==> src/rtl/seq_addsub_div.sv <==
// seq_addsub_div: non-restoring unsigned divider with start/done handshake; DIVZERO_DET_EN enables the divide-by-zero shortcut
module seq_addsub_div #(
    parameter int n = 8
) (
    input  logic         clk,
    input  logic         rst,
    input  logic         start,
    input  logic [n-1:0] dividend,
    input  logic [n-1:0] divisor,
    output logic         busy,
    output logic         done,
    output logic [n-1:0] quotient,
    output logic [n-1:0] remainder,
    output logic         dz
);
    localparam int cw = $clog2(n + 1);
    typedef enum logic [1:0] {IDLE, ITER, FIX} state_t;
    state_t state, next_state;
    logic [n:0] p, sp, p_step, d_ext;
    logic [n-1:0] q, d, rem_fix;
    logic [cw-1:0] cnt;
    logic zero_hit;
`ifdef DIVZERO_DET_EN
    assign zero_hit = divisor == '0;
`else
    assign zero_hit = 1'b0;
    assign dz = 1'b0;
`endif
    assign d_ext = {1'b0, d};
    assign sp = {p[n-1:0], q[n-1]};
    assign p_step = p[n] ? sp + d_ext : sp - d_ext;
    // final restore only touches the low n bits; the restored P is never negative
    assign rem_fix = p[n] ? p[n-1:0] + d : p[n-1:0];
    always_ff @(posedge clk) state <= rst ? IDLE : next_state;
    always_comb begin
        next_state = (state == IDLE) ? ((start && !zero_hit) ? ITER : IDLE) :
                     (state == ITER) ? ((cnt == cw'(1)) ? FIX : ITER) : IDLE;
    end
    always_comb busy = state != IDLE;
    always_ff @(posedge clk) begin
        if (rst) begin
            p <= '0;
            q <= '0;
            d <= '0;
            cnt <= '0;
            done <= 1'b0;
            quotient <= '0;
            remainder <= '0;
        end else begin
            done <= 1'b0;
            if (state == IDLE && start && zero_hit) begin
                quotient <= '1;
                remainder <= dividend;
                done <= 1'b1;
            end else if (state == IDLE && start) begin
                p <= '0;
                q <= dividend;
                d <= divisor;
                cnt <= cw'(n);
            end else if (state == ITER) begin
                p <= p_step;
                q <= {q[n-2:0], ~p_step[n]};
                cnt <= cnt - cw'(1);
            end else if (state == FIX) begin
                p <= {1'b0, rem_fix};
                quotient <= q;
                remainder <= rem_fix;
                done <= 1'b1;
            end
        end
    end
`ifdef DIVZERO_DET_EN
    always_ff @(posedge clk) begin
        if (rst)
            dz <= 1'b0;
        else if (state == IDLE && start && zero_hit)
            dz <= 1'b1;
        else if (state == FIX)
            dz <= 1'b0;
    end
`endif
endmodule

==> config.mk <==
export PLATFORM = sky130hd
export DESIGN_NAME = seq_addsub_div
export DESIGN_NICKNAME = d
export VERILOG_FILES = /design/src/rtl/seq_addsub_div.sv
export SDC_FILE = /design/constraint.sdc
export NUM_CORES = 1
export LEC_CHECK = 0
export ABC_AREA = 1
export CAP_MARGIN = 20
export CORE_MARGIN = 2
export CORE_UTILIZATION = 49
export CTS_BUF_LIST = sky130_fd_sc_hd__clkbuf_8
export CTS_CLUSTER_DIAMETER = 150
export DETAILED_ROUTE_END_ITERATION = 8
export PLACE_DENSITY = 0.77
export REMOVE_ABC_BUFFERS = 1
export SLEW_MARGIN = 20
export SYNTH_ARGS = -nofsm -noshare
export SYNTH_HDL_FRONTEND = slang
export SYNTH_SLANG_ARGS = --single-unit
==> constraint.sdc <==
create_clock -name clk -period 2.05 [get_ports clk]
set_input_delay 0.41 -clock clk [delete_from_list [all_inputs] [get_ports clk]]
set_output_delay 0.41 -clock clk [all_outputs]
set_load 0.02 [all_outputs]
==> flow_metrics.env <==
export IMPL_viasPerCell=5.12
export IMPL_ios=38
export IMPL_path_clk_slew_ns=0.09
export IMPL_num_vias=2962
export IMPL_syn_area_um2=3000
export IMPL_fp_row_count=28
export IMPL_htreeDepth=2
export IMPL_crit_path_start_kind="flop"
export IMPL_antenna_left=0
export IMPL_fp_dieH_um=82.3
export IMPL_power_density_nw_per_um2=600
export IMPL_finish_net_count=544
export IMPL_worstPathMaxFanout=4
export IMPL_netlist_instances=448
export IMPL_violations="negative setup slack"
export IMPL_dp_hpwl_um=5470
export IMPL_cts_tree="built"
export IMPL_antenna_cells=0
export IMPL_grt_use_total=0.231
export IMPL_cts_buffers=5
export IMPL_antenna_found_initial=0
export IMPL_fin_crit_ns=2.13
export IMPL_place_inst=563
export IMPL_rsz0062_at_grt="true"
export IMPL_port_buffers=36
export IMPL_final_cells=578
export IMPL_final_layout_size_suffix_gt1_frac=0.161
export IMPL_initial_core_util=0.507
export IMPL_fin_skew_ns=0.00327
export IMPL_setup_tns_final_ns=-0.179
export IMPL_placed_area_um2=3510
export IMPL_cap_violations=0
export IMPL_final_hold_violation_count=0
export IMPL_grt_pass1_wl_um=12100
export IMPL_setup_slack_ns=-0.0822
export IMPL_drt_iter0_markers=172
export IMPL_final_area_um2=3750
export IMPL_arrival_ns=2.36
export IMPL_synth_seq_cells=48
export IMPL_area_growth_pct=25.1
export IMPL_grt_pass1_vias=2735
export IMPL_postRouteWirelength_um=7280
export IMPL_synth_warnings=0
export IMPL_ir_worst_vdd_mv=0.425
export IMPL_yosysSeqAreaShare=0.320
export IMPL_cts_sinks=48
export IMPL_netlist_cell_type_count=36
export IMPL_grt_max_degree=22
export IMPL_synth_largest_area_cell="dfxtp_1"
export IMPL_wl_per_cell_um=12.6
export IMPL_n_fill_cell=552
export IMPL_hold_path_class="reg -> reg"
export IMPL_ys_top_cells_by_area="dfxtp_1 (32%), nand2_1 (14%), inv_1 (8.9%)"
export IMPL_static_leakage_power_uw=0.00179
export IMPL_gp_congestion=0.924
export IMPL_cts_buffer_depth=2
export IMPL_period_share=1.04
export IMPL_drc=0
export IMPL_synth_area_per_cell_um2=6.70
export IMPL_path_class="reg -> reg"
export IMPL_drtPass1Iterations=4
export IMPL_insertion_delay_ns=0.30
export IMPL_ctsRootBufferMaster="clkbuf_8"
export IMPL_max_freq_mhz=469
export IMPL_required_ns=2.28
export IMPL_grt_ovfl_total=0
export IMPL_status="finished with violations"
export IMPL_final_max_slew_viol_count=0
export IMPL_dieArea_um2=6770
export IMPL_endpoint_kind="flop"
export IMPL_die_w_um=82.3
export IMPL_core_um2=5920
export IMPL_synth_top_area_frac=0.320
export IMPL_setup_viol=4
-- synthesized netlist by cell type (all sizes together) --
library cell and number:
xnor2 4, o21ai 37, a221oi 1, a21oi 37, o22ai 1, nor3 4
o211ai 2, conb 1, nand2 111, fa 2, a21o 1, clkbuf 4
nand4 1, or2 5, nand3b 2, nand3 27, inv 85, buf 9
xor2 7, nor2 34, dfxtp 48, ha 21, a22oi 2, nor4 1
o221ai 1
-- cells by family after synthesis --
group                      after synthesis  share of synthesized area
xor gates and xnor gates                11                     0.0321
AOI/OAI and AO/OA                       82                      0.148
DFF                                     48                      0.320
and+or+nand+nor                        185                      0.265
adders and majority gates               23                      0.101
other                                    1                    0.00125
buffers and inverters                   98                      0.133
-- worst paths after layout --
kind | from | to | slack, ns | cells past startpoint
min reg2reg | cnt[1] | cnt[1] | 0.49 | 2
max reg2reg | d[1] | p[8] | -0.08 | 17
min | cnt[1] | cnt[1] | 0.49 | 2
max | d[1] | p[8] | -0.08 | 17
-- repair_timing --
item,4_1_cts,5_1_grt
gates resized for setup,17,13
buffers inserted,5,2
pin swaps,14,6
endpoints found under the setup margin,8,9
hold buffers,0,0
-- worst max-delay path: stages (launching register included) --
cell and delay [ns]:
dfxtp_4 0.39, inv_4 0.04, ha_4 0.16, nand2_4 0.07, nor2_4 0.04, nand2_1 0.05
nand2_1 0.06, xor2_1 0.16, ha_1 0.33, nand2_2 0.11, inv_1 0.04, nand2_1 0.06
nand2_1 0.06, a21oi_2 0.15, inv_1 0.07, nand2_2 0.07, nand3_1 0.08, a21oi_1 0.12
-- layout by cell type (no fill, tap or decap), types with 2 or more instances in the layout --
cell type        netlist  final
xnor2_1                4      4
buf_4                  4     24
nand3b_1               2      2
dfxtp_4                0      2
o21ai_0               28     26
inv_1                 71     69
clkbuf_8               0      5
a22oi_1                2      2
a21oi_1               35     34
xor2_1                 7      7
inv_4                  1      3
nand2_2                3      7
o211ai_1               2      2
ha_2                   0      2
nor2_1                30     30
nor2_4                 3      4
o21ai_1                8     10
a21oi_2                2      3
nand3_2                1      3
fa_2                   0      2
inv_2                 13     13
or2_2                  5      5
clkdlybuf4s50_1        0     35
dfxtp_1               48     45
nand2_1              108    103
ha_1                  21     18
nor3_1                 4      3
nand3_1               26     24
-- flip-flops by register name, summed over array words and instances, names as in the netlist --
signal,count
p,9
cnt,4
d,8
remainder,8
state,2
q,8
done,1
quotient,8
-- layout make-up --
type | count | area, um^2 | area share
tap | 75 | 93.8 | 0.0250
sequential | 48 | 970 | 0.258
clock inverter | 3 | 42.5 | 0.0113
clock buffer | 5 | 68.8 | 0.0183
multi-input combinational | 302 | 1710 | 0.456
timing repair buffer | 60 | 539 | 0.144
inverter | 85 | 327 | 0.0870
-- per-layer routing --
layer / vias to the layer above / track usage / share of wire
met2: 81 / 0.421 / 0.49
met3: 13 / 0.0348 / 0.049
met1: 1360 / 0.281 / 0.44
met4: 0 / 0.0617 / 0.018
li1: 1508 / - / -
met5: - / 0 / 0
-- per-stage QoR --
step	power, uW	hold WS [ns]	utilization	worst slack, ns
2_1_floorplan	1330	0.446	-	0.0282
3_3_place_gp	1490	0.471	0.592	-0.0568
3_5_place_dp	1500	0.481	0.592	-0.131
4_1_cts	2230	0.495	0.624	-0.0430
5_1_grt	2360	0.520	0.634	-0.227
6_report	2250	0.489	0.634	-0.0822
-- power by group --
group          leakage, uW  internal, uW  switching (uW)
logic              0.00134           260             311
clock network    0.0000541           361             325
registers         0.000392           965            28.7
total              0.00179          1590             664
(Power assumes the default switching activity.)
